### src/rtl/core_run_pkg.sv
// Shared types for the core run controller: FSM states, run status codes, default halt word.
// Pure declarations; no timing or flow control of its own.
package core_run_pkg;

  typedef enum logic [1:0] {
    S_IDLE = 2'd0,
    S_WAIT = 2'd1,
    S_RUN  = 2'd2,
    S_DONE = 2'd3
  } runState_t;

  typedef enum logic [2:0] {
    ST_NONE    = 3'd0,
    ST_PASS    = 3'd1,
    ST_FAIL    = 3'd2,
    ST_TIMEOUT = 3'd3,
    ST_STALL   = 3'd4
  } runStatus_t;

  // ebreak
  localparam logic [31:0] HALT_INST_DEFAULT = 32'h00100073;

  // A halting program reports success by leaving zero in a0.
  function automatic runStatus_t haltStatus(input logic [31:0] a0);
    return (a0 == '0) ? ST_PASS : ST_FAIL;
  endfunction

endpackage

### src/rtl/core_run_ctrl_if.sv
// Bench-top <-> run controller bundle: run control, commit stream in, status/counters out.
// Plain level/strobe signals; no handshake, so the controller never backpressures.
interface core_run_ctrl_if #(
  parameter int CNT_W = 32
);
  logic             go;
  logic             clear;
  logic             commit;
  logic [31:0]      commit_pc;
  logic [31:0]      commit_inst;
  logic [31:0]      reg_a0;

  logic             start;
  logic             running;
  logic             done;
  logic [2:0]       status;
  logic [31:0]      exit_code;
  logic [CNT_W-1:0] cycle_cnt;
  logic [CNT_W-1:0] instret_cnt;
  logic [31:0]      last_pc;

  modport master (
    output go, clear, commit, commit_pc, commit_inst, reg_a0,
    input  start, running, done, status, exit_code, cycle_cnt, instret_cnt, last_pc
  );

  modport slave (
    input  go, clear, commit, commit_pc, commit_inst, reg_a0,
    output start, running, done, status, exit_code, cycle_cnt, instret_cnt, last_pc
  );

endinterface

### src/rtl/core_run_ctrl_sat_counter.sv
// Saturating up-counter with synchronous clear (clear wins over increment); 1-cycle update.
// No backpressure: holds at all-ones instead of wrapping.
module sat_counter #(
  parameter int WIDTH = 32
) (
  input  logic             clock,
  input  logic             reset,
  input  logic             inc,
  input  logic             clr,
  output logic [WIDTH-1:0] count
);

  always_ff @(posedge clock or posedge reset) begin
    if (reset) begin
      count <= '0;
    end else if (clr) begin
      count <= '0;
    end else if (inc && (count != '1)) begin
      count <= count + WIDTH'(1);
    end
  end

endmodule

### src/rtl/core_run_ctrl.sv
// Sequences a core under test: delayed start, commit monitoring, halt/timeout/stall end, latched results.
// Outputs registered (DONE/status visible the cycle after the ending event); inputs are never backpressured.
module core_run_ctrl
  import core_run_pkg::*;
#(
  parameter int          START_DELAY    = 4,
  parameter int          TIMEOUT_CYCLES = 100000,
  parameter int          STALL_LIMIT    = 1024,
  parameter logic [31:0] HALT_INST      = HALT_INST_DEFAULT,
  parameter int          CNT_W          = 32
) (
  input logic           clock,
  input logic           reset,
  core_run_ctrl_if.slave bus
);

  localparam int DLY_W   = $clog2(START_DELAY + 1);
  localparam int STALL_W = $clog2(STALL_LIMIT + 1);

  localparam logic [DLY_W-1:0]   DLY_LOAD     = DLY_W'(START_DELAY - 1);
  localparam logic [CNT_W-1:0]   TIMEOUT_LAST = CNT_W'(TIMEOUT_CYCLES - 1);
  localparam logic [STALL_W-1:0] STALL_LAST   = STALL_W'(STALL_LIMIT - 1);

  runState_t          state;
  runStatus_t         statusQ;
  logic [DLY_W-1:0]   delayCnt;
  logic               startQ;
  logic               runningQ;
  logic               doneQ;
  logic [31:0]        exitCodeQ;
  logic [31:0]        lastPcQ;

  logic [CNT_W-1:0]   cycleCnt;
  logic [CNT_W-1:0]   instretCnt;
  logic [STALL_W-1:0] stallCnt;

  logic inRun;
  logic runCommit;
  logic haltHit;
  logic timeoutHit;
  logic stallHit;
  logic endHit;
  logic clearHit;

  assign inRun      = (state == S_RUN);
  assign runCommit  = inRun && bus.commit;
  assign haltHit    = runCommit && (bus.commit_inst == HALT_INST);
  assign timeoutHit = inRun && (cycleCnt == TIMEOUT_LAST);
  // A commit cycle is by definition not a stall, so halt always beats stall.
  assign stallHit   = inRun && !bus.commit && (stallCnt == STALL_LAST);
  assign endHit     = haltHit || timeoutHit || stallHit;
  assign clearHit   = (state == S_DONE) && bus.clear;

  always_ff @(posedge clock or posedge reset) begin
    if (reset) begin
      state     <= S_IDLE;
      delayCnt  <= '0;
      startQ    <= 1'b0;
      runningQ  <= 1'b0;
      doneQ     <= 1'b0;
      statusQ   <= ST_NONE;
      exitCodeQ <= '0;
      lastPcQ   <= '0;
    end else begin
      case (state)
        S_IDLE: begin
          if (bus.go) begin
            state    <= S_WAIT;
            delayCnt <= DLY_LOAD;
          end
        end

        S_WAIT: begin
          if (delayCnt == '0) begin
            state    <= S_RUN;
            startQ   <= 1'b1;
            runningQ <= 1'b1;
          end else begin
            delayCnt <= delayCnt - DLY_W'(1);
          end
        end

        S_RUN: begin
          if (bus.commit) begin
            lastPcQ <= bus.commit_pc;
          end
          if (endHit) begin
            state    <= S_DONE;
            startQ   <= 1'b0;
            runningQ <= 1'b0;
            doneQ    <= 1'b1;
          end
          if (haltHit) begin
            statusQ   <= haltStatus(bus.reg_a0);
            exitCodeQ <= bus.reg_a0;
          end else if (timeoutHit) begin
            statusQ <= ST_TIMEOUT;
          end else if (stallHit) begin
            statusQ <= ST_STALL;
          end
        end

        S_DONE: begin
          if (bus.clear) begin
            state     <= S_IDLE;
            doneQ     <= 1'b0;
            statusQ   <= ST_NONE;
            exitCodeQ <= '0;
            lastPcQ   <= '0;
          end
        end

        default: state <= S_IDLE;
      endcase
    end
  end

  sat_counter #(.WIDTH(CNT_W)) uCycleCnt (
    .clock (clock),
    .reset (reset),
    .inc   (inRun),
    .clr   (clearHit),
    .count (cycleCnt)
  );

  sat_counter #(.WIDTH(CNT_W)) uInstretCnt (
    .clock (clock),
    .reset (reset),
    .inc   (runCommit),
    .clr   (clearHit),
    .count (instretCnt)
  );

  // Held at zero outside RUN so every run starts with a fresh stall window.
  sat_counter #(.WIDTH(STALL_W)) uStallCnt (
    .clock (clock),
    .reset (reset),
    .inc   (inRun && !bus.commit),
    .clr   (!inRun || bus.commit),
    .count (stallCnt)
  );

  assign bus.start       = startQ;
  assign bus.running     = runningQ;
  assign bus.done        = doneQ;
  assign bus.status      = statusQ;
  assign bus.exit_code   = exitCodeQ;
  assign bus.cycle_cnt   = cycleCnt;
  assign bus.instret_cnt = instretCnt;
  assign bus.last_pc     = lastPcQ;

endmodule

### src/flat_wrapper.sv
// flat-port wrapper written by rule: the top's interface ports become plain ports
module core_run_ctrl_flat import core_run_pkg::*;
#(
  parameter int          START_DELAY    = 4,
  parameter int          TIMEOUT_CYCLES = 100000,
  parameter int          STALL_LIMIT    = 1024,
  parameter logic [31:0] HALT_INST      = HALT_INST_DEFAULT,
  parameter int          CNT_W          = 32
)
  (clock, reset, bus_go, bus_clear, bus_commit, bus_commit_pc, bus_commit_inst, bus_reg_a0, bus_start, bus_running, bus_done, bus_status, bus_exit_code, bus_cycle_cnt, bus_instret_cnt, bus_last_pc);
  core_run_ctrl_if #(.CNT_W(CNT_W)) bus_i ();
  input logic clock;
  input logic reset;
  input wire logic [$bits(bus_i.go)-1:0] bus_go;
  input wire logic [$bits(bus_i.clear)-1:0] bus_clear;
  input wire logic [$bits(bus_i.commit)-1:0] bus_commit;
  input wire logic [$bits(bus_i.commit_pc)-1:0] bus_commit_pc;
  input wire logic [$bits(bus_i.commit_inst)-1:0] bus_commit_inst;
  input wire logic [$bits(bus_i.reg_a0)-1:0] bus_reg_a0;
  output wire logic [$bits(bus_i.start)-1:0] bus_start;
  output wire logic [$bits(bus_i.running)-1:0] bus_running;
  output wire logic [$bits(bus_i.done)-1:0] bus_done;
  output wire logic [$bits(bus_i.status)-1:0] bus_status;
  output wire logic [$bits(bus_i.exit_code)-1:0] bus_exit_code;
  output wire logic [$bits(bus_i.cycle_cnt)-1:0] bus_cycle_cnt;
  output wire logic [$bits(bus_i.instret_cnt)-1:0] bus_instret_cnt;
  output wire logic [$bits(bus_i.last_pc)-1:0] bus_last_pc;
  assign bus_i.go = bus_go;
  assign bus_i.clear = bus_clear;
  assign bus_i.commit = bus_commit;
  assign bus_i.commit_pc = bus_commit_pc;
  assign bus_i.commit_inst = bus_commit_inst;
  assign bus_i.reg_a0 = bus_reg_a0;
  assign bus_start = bus_i.start;
  assign bus_running = bus_i.running;
  assign bus_done = bus_i.done;
  assign bus_status = bus_i.status;
  assign bus_exit_code = bus_i.exit_code;
  assign bus_cycle_cnt = bus_i.cycle_cnt;
  assign bus_instret_cnt = bus_i.instret_cnt;
  assign bus_last_pc = bus_i.last_pc;
  core_run_ctrl #(.START_DELAY(START_DELAY), .TIMEOUT_CYCLES(TIMEOUT_CYCLES), .STALL_LIMIT(STALL_LIMIT), .HALT_INST(HALT_INST), .CNT_W(CNT_W)) u_core (.clock(clock), .reset(reset), .bus(bus_i));
endmodule
### config.mk
export PLATFORM = sky130hd
export DESIGN_NAME = core_run_ctrl_flat
export DESIGN_NICKNAME = d
export VERILOG_FILES = /design/src/rtl/core_run_pkg.sv /design/src/rtl/core_run_ctrl_if.sv /design/src/rtl/core_run_ctrl_sat_counter.sv /design/src/rtl/core_run_ctrl.sv /design/src/flat_wrapper.sv
export SDC_FILE = /design/constraint.sdc
export NUM_CORES = 1
export LEC_CHECK = 0
export ABC_AREA = 1
export CAP_MARGIN = 25
export CELL_PAD_IN_SITES_DETAIL_PLACEMENT = 2
export CELL_PAD_IN_SITES_GLOBAL_PLACEMENT = 2
export CORE_MARGIN = 2
export CORE_UTILIZATION = 27
export DETAILED_ROUTE_END_ITERATION = 7
export PLACE_DENSITY_LB_ADDON = 0.25
export SLEW_MARGIN = 20
export SYNTH_ARGS = -nofsm -noshare
export SYNTH_HDL_FRONTEND = slang
export SYNTH_SLANG_ARGS = --single-unit
### constraint.sdc
create_clock -name clock -period 6.4 [get_ports clock]
set_input_delay 0.64 -clock clock [delete_from_list [all_inputs] [get_ports clock]]
set_output_delay 0.64 -clock clock [all_outputs]
set_load 0.05 [all_outputs]
==> results of run 1 <==
[worst paths after layout]
| kind | startpoint | endpoint | cells past startpoint |
|---|---|---|---|
| setup / recovery | u_core.state[0] | u_core.bus.last_pc[1] | 10 |
| hold / removal | u_core.bus.status[0] | u_core.bus.status[0] | 2 |
| setup reg to reg | u_core.state[0] | u_core.bus.last_pc[1] | 10 |
| hold reg to reg | u_core.bus.status[0] | u_core.bus.status[0] | 2 |
| max in group asynchronous | reset | u_core.bus.exit_code[18] | 3 |
| min in group asynchronous | reset | u_core.uInstretCnt.count[31] | 2 |
[placed cells by master, fill, tap and decap left out, types with 2 or more instances in the layout]
| master | n |
|---|---|
| nor2_2 | 4 |
| o21ai_0 | 83 |
| xnor2_1 | 7 |
| clkinv_4 | 2 |
| ha_1 | 10 |
| o21ai_1 | 9 |
| clkinvlp_4 | 5 |
| nand2_1 | 339 |
| or2_2 | 2 |
| clkbuf_16 | 17 |
| nor2_4 | 3 |
| bufinv_16 | 5 |
| clkinv_2 | 2 |
| nand2_4 | 4 |
| nand2_2 | 27 |
| a21oi_1 | 6 |
| clkbuf_8 | 2 |
| inv_1 | 127 |
| nand3_1 | 128 |
| clkdlybuf4s50_1 | 234 |
| dfrtp_1 | 149 |
| o21ai_2 | 36 |
| nand4_1 | 15 |
| a31oi_1 | 3 |
| nor2_1 | 126 |
| o31ai_1 | 2 |
| buf_4 | 7 |
| nor3_1 | 30 |
| nor3_2 | 5 |
| xor2_1 | 18 |
| inv_2 | 3 |
[sequential cells by signal, indices dropped and copies added, names as in the netlist]
| name | flops |
|---|---|
| u_core.state | 2 |
| u_core.bus.done | 1 |
| u_core.uInstretCnt.count | 32 |
| u_core.uStallCnt.count | 11 |
| u_core.delayCnt | 3 |
| u_core.uCycleCnt.count | 32 |
| u_core.bus.last_pc | 32 |
| u_core.bus.exit_code | 32 |
| u_core.bus.status | 3 |
| u_core.bus.start | 1 |
[where the power goes]
part | switching [mW] | internal, mW | total, mW
Clock | 0.444 | 0.713 | 1.16
Sequential | 0.158 | 1.11 | 1.27
Combinational | 1.31 | 0.533 | 1.84
Total | 1.91 | 2.36 | 4.27
[routing by layer]
metal	up-vias	wire length [um]	global-route usage, %
li1	4220	-	-
met1	4435	14310	24.71
met2	169	15850	34.61
met3	36	1619	4.774
met4	0	549	5.920
met5	-	0	0
[worst min-delay path, cell delays in order, from the launching register on]
cell	delay, ps
dfrtp_1	350
nand2_1	50
nand2_1	50
[kinds of logic after synthesis]
group | synth area share [%]
compound gates | 9.744
xor+xnor | 2.519
fa+ha+maj | 1.439
buf+inv | 8.823
flops | 42.89
simple gates | 34.59
[cell type report]
| type | count | area, um^2 |
|---|---|---|
| timing repair buffer | 241 | 2395 |
| antenna | 1 | 2.502 |
| clock buffer | 20 | 456.7 |
| tap | 402 | 503.0 |
| inverter | 134 | 526.8 |
| sequential | 149 | 3729 |
| multi-input combinational | 864 | 4205 |
| clock inverter | 12 | 201.4 |
| fill | 3651 | 19620 |
==> out/qor.yml, run 1 <==
r2r_slack_ps: 3590
post_layout_nonfiller_instances: 1823
p_per_area_nw_per_um2: 355.1
crit_path_start_kind: "flip-flop"
preCtsSetupSlack_ps: 3120
synthTopCellsByArea: "dfrtp_1 43%, nand2_1 15%, nand3_1 7.4%"
run_status: "complete, no violations"
post_dp_cell_area_um2: 11360
detailroute.via_count: 8860
grt_first_pass_wirelength_um: 53160
post-synth-top-count-cell: "nand2_1"
maxCapViolCount: 0
cts_num_sinks: 149
cellLeakagePower_nw: 5.161
floorplan.initialDensity_pct: 27.48
drt_pre_antenna_iters: 4
cp_cell_sequence: "ha_1 > nand2_2 > buf_4 > inv_2 > nor2_2 > buf_4 > nor2_2 > buf_4 > nand3_1 > nand2_1"
synth-seq-cells: 149
detail-route-antenna-nets: 0
place.gp.congestion: 0.7978
cts-resized-gates: 0
endpoint_kind: "flip-flop"
area_delta_synth_final_pct: 38.26
numCtsBuffers: 17
critical_path.top_delay_family: "buffers and inverters"
finish.instance_area_um2: 12020
setup-tns-final_ps: 0
route.detailed.wl_per_inst_um: 17.74
cts_max_level: 4
clock_root_buffer: "clkbuf_16"
synth_top_flop_cell: "dfrtp_1"
postSynthAreaPerCell_um2: 7.336
post-route-worst-setup-slack_ps: 3594
hold_ws_ps: 474.2
grt_use_total_pct: 20.01
synth_top_area_cell: "dfrtp_1"
worst_slew_margin_rel_pct: 38.49
finalMaxSlewViolations: 0
drt_drc_violations_left: 0
final.setup_skew_ps: 10.72
timing.critical_path.slowest_cell_delay_ps: 550
synthCells: 1185
synthesis.area_um2: 8693
post_cts_clock_slew_at_the_launch_and_capture_registers_of_the_worst_setup_and_hold_paths_ps: 70
critPathArrivalTime_ps: 3130
ys_warns: 0
die_w_um: 183.4
post_cts.repair.setup_buffers: 0
antenna_violations_before_repair: 0
detail_route.iter0.violations: 248
die_y_um: 183.4
worst_slew_pin_slew_ps: 922.6
cp.buffers_inverters: 4
worstHoldPathType: "reg -> reg"
placedCellCount: 1790
final_util_pct: 37.99
cts_max_path_buffers: 2
critical_path_required_ps: 6720
io-pin-count: 235
total_power_mw: 4.267
finalNetCount: 1518
drive_gt1_share_pct: 9.014
first_global_vias: 9801
global_route_total_overflow: 0
cpMostUsedCell: "buf_4"
clock_tree_from_tritoncts: "done"
die_area_um2: 33650
finalCriticalPeriod_ps: 2806
worst_ir_drop_vdd_v: 0.0002279
postSynth.asyncResetShare_pct: 100.0
setup.worst_path.class: "reg -> reg"
number_of_standard_cell_rows_in_the_floorplan: 65
dpl.hpwl_um: 23860
core_region_area_um2: 31640
synth_common_cells: "339 x nand2_1, 149 x dfrtp_1, 129 x nor2_1, 128 x inv_1, 128 x nand3_1"
library_cells_used_by_synthesis: 40
postCtsHoldBufs: 0
drt_wl_total_um: 32330
layout_worst_path_cycle_share_pct: 43.84
synth_fp_nets: 1296
port_buffers: 234
synth-edff-count: 0
timing.final.setup_violations: 0
timing.critical_path.slowest_stage_cell: "buf_4"
seq_area_frac_synth_pct: 42.89
viasPerCell: 4.860
achievable-frequency_mhz: 356.4
rsz0062_at_grt: "no"
insertion_delay_ps: 440
critical_path.max_fanout: 52
finalHoldViolations: 0
yosysTopAreaCellShare_pct: 42.89
pin_count_of_the_biggest_net_entering_global_routing: 94
Power figures use the tool's default switching activity.
==> run 2, diff against run 1 <==
--- a/config.mk
+++ b/config.mk
@@ -10,7 +10,7 @@
 export CELL_PAD_IN_SITES_DETAIL_PLACEMENT = 2
 export CELL_PAD_IN_SITES_GLOBAL_PLACEMENT = 2
 export CORE_MARGIN = 2
-export CORE_UTILIZATION = 27
+export CORE_UTILIZATION = 24
 export DETAILED_ROUTE_END_ITERATION = 7
 export PLACE_DENSITY_LB_ADDON = 0.25
 export SLEW_MARGIN = 20
==> constraint.sdc (replaced) <==
create_clock -name clock -period 2.5 [get_ports clock]
set_input_delay 0.25 -clock clock [delete_from_list [all_inputs] [get_ports clock]]
set_output_delay 0.25 -clock clock [all_outputs]
set_load 0.05 [all_outputs]
==> run 2 against run 1 <==
  * The flow now finishes with violations (design-rule violations)
  * Fmax increased by 25%
  * Register-to-register slack got worse by 3300 ps
  * Clock skew increased by 0.91 ps
  * Global-route usage decreased by 1.4 points
  * Critical path type unchanged
==> out/qor.yml, run 2 (synthesized netlist as in run 1, its figures left out) <==
die_y_um: 194.3  # +5.9%
p_per_area_nw_per_um2: 890.0  # +150%
detail-route-antenna-nets: 0  # unchanged
drt_pre_antenna_iters: 8  # +4
clock_root_buffer: "clkbuf_16"
insertion_delay_ps: 450  # about the same
critical_path_required_ps: 2810  # -3910 ps
finish.instance_area_um2: 12190  # +1.4%
worstHoldPathType: "in -> async"
die_w_um: 194.3  # +5.9%
final.setup_skew_ps: 11.64  # +0.9122 ps
worst_slew_pin_slew_ps: 625.1  # -297.5 ps
detail_route.iter0.violations: 252  # +1.6%
post_cts_clock_slew_at_the_launch_and_capture_registers_of_the_worst_setup_and_hold_paths_ps: 70  # about the same
grt_use_total_pct: 18.57  # -1.4 points
run_status: "finished, violations left"
finalCriticalPeriod_ps: 2242  # -563.4 ps
setup-tns-final_ps: 0  # unchanged
cts_max_level: 4  # unchanged
drt_drc_violations_left: 3  # +3
floorplan.initialDensity_pct: 24.38  # -3.1 points
finalMaxSlewViolations: 0  # unchanged
worst_ir_drop_vdd_v: 0.0005039  # +120%
maxCapViolCount: 0  # unchanged
place.gp.congestion: 0.8107  # +1.6%
num-fill-cells: 4173  # +14%
antenna_violations_before_repair: 1  # +1
crit_path_start_kind: "flip-flop"
post_cts.repair.setup_buffers: 0  # unchanged
rsz0062_at_grt: "no"
finalNetCount: 1532  # +0.92%
io-pin-count: 235  # unchanged
detailroute.via_count: 8825  # -0.40%
antenna_cells_inserted: 0  # -1
route.detailed.wl_per_inst_um: 17.77  # +0.18%
setup.worst_path.class: "reg -> reg"
numCtsBuffers: 17  # unchanged
core_region_area_um2: 35660  # +13%
achievable-frequency_mhz: 445.9  # +25%
pin_count_of_the_biggest_net_entering_global_routing: 76  # -19%
r2r_slack_ps: 260  # -3340 ps
post_dp_cell_area_um2: 11570  # +1.9%
finalHoldViolations: 0  # unchanged
drive_gt1_share_pct: 9.902  # +0.89 points
drt_wl_total_um: 33670  # +4.1%
cts-resized-gates: 0  # unchanged
port_buffers: 234  # unchanged
timing.final.setup_violations: 0  # unchanged
viasPerCell: 4.657  # -4.2%
postCtsHoldBufs: 0  # unchanged
first_global_vias: 9891  # +0.92%
critPathArrivalTime_ps: 2550  # -580 ps
layout_worst_path_cycle_share_pct: 89.70  # +46 points
cts_num_sinks: 149  # unchanged
global_route_total_overflow: 0  # unchanged
cts_max_path_buffers: 2  # unchanged
cellLeakagePower_nw: 5.234  # +1.4%
worst_slew_margin_rel_pct: 57.89  # +19 points
grt_first_pass_wirelength_um: 55230  # +3.9%
die_area_um2: 37760  # +12%
mostFrequentLayoutCell: "nand2_1"
critical_path.max_fanout: 43  # -17%
dpl.hpwl_um: 25480  # +6.8%
clock_tree_from_tritoncts: "done"
mostFrequentLayoutCells: "339 x nand2_1, 234 x clkdlybuf4s50_1, 149 x dfrtp_1"
violations: "design-rule violations"
number_of_standard_cell_rows_in_the_floorplan: 69  # +6.2%
endpoint_kind: "flip-flop"
area_delta_synth_final_pct: 40.17
-- run 2: report_power, final --
| group | total, mW | internal [mW] | leakage, nW | switching [mW] |
|---|---|---|---|---|
| clock | 2.79 | 1.61 | 0.299 | 1.18 |
| combinational | 4.84 | 1.43 | 2.93 | 3.41 |
| sequential | 3.21 | 2.85 | 2.01 | 0.364 |
-- run 2: path summary, 6_finish.rpt --
| path | startpoint | end | depth (start not counted) |
|---|---|---|---|
| min in group clock | bus_commit_pc[31] | u_core.bus.last_pc[31] | 3 |
| max in group asynchronous | reset | u_core.bus.last_pc[4] | 3 |
| worst min-delay path | reset | u_core.uCycleCnt.count[25] | 2 |
| worst min register to register | u_core.bus.exit_code[11] | u_core.bus.exit_code[11] | 2 |
| worst max register to register | u_core.state[0] | u_core.uInstretCnt.count[31] | 9 |
| worst max-delay path | u_core.state[0] | u_core.uInstretCnt.count[31] | 9 |
-- run 2: metal layers --
metal	vias up	share of wire (%)	track usage [%]
met2	156	49	32.16
met4	2	1.2	4.786
met3	22	5.8	5.327
li1	4237	-	-
met5	-	0.039	0
met1	4408	44	22.60
-- run 2: final cells by class --
| class | instances | area [um^2] | area share (%) |
|---|---|---|---|
| clock buffer | 19 | 442.9 | 3.635 |
| inverter | 134 | 525.5 | 4.313 |
| clock inverter | 13 | 168.9 | 1.386 |
| multi-input combinational | 864 | 4205 | 34.51 |
| timing repair buffer | 255 | 2537 | 20.82 |
| tap | 461 | 576.8 | 4.734 |
| sequential | 149 | 3729 | 30.60 |
-- run 2: through the flow --
stage / utilization [%] / cells / power [mW] / setup WS [ps] / hold slack [ps]
6_report: 34.18 / 1895 / 10.84 / 257.5 / 77.02
3_3_place_gp: 32.46 / 1863 / 8.084 / 294.9 / 452.8
3_5_place_dp: 32.46 / 1863 / 8.193 / 216.7 / 470.2
5_1_grt: 34.18 / 1895 / 11.52 / 44.19 / 80.76
4_1_cts: 34.18 / 1895 / 11.07 / 193.0 / 62.35
2_1_floorplan: - / 1185 / 6.514 / 375.0 / 390.8
-- run 2: worst max-delay path, cell delays in order (launching register included) --
cell	delay, ps
dfrtp_1	420
inv_1	130
ha_1	270
nand2_1	170
inv_1	230
nand2_4	90
nand2_4	160
clkinv_4	350
nand2_1	160
o21ai_0	90
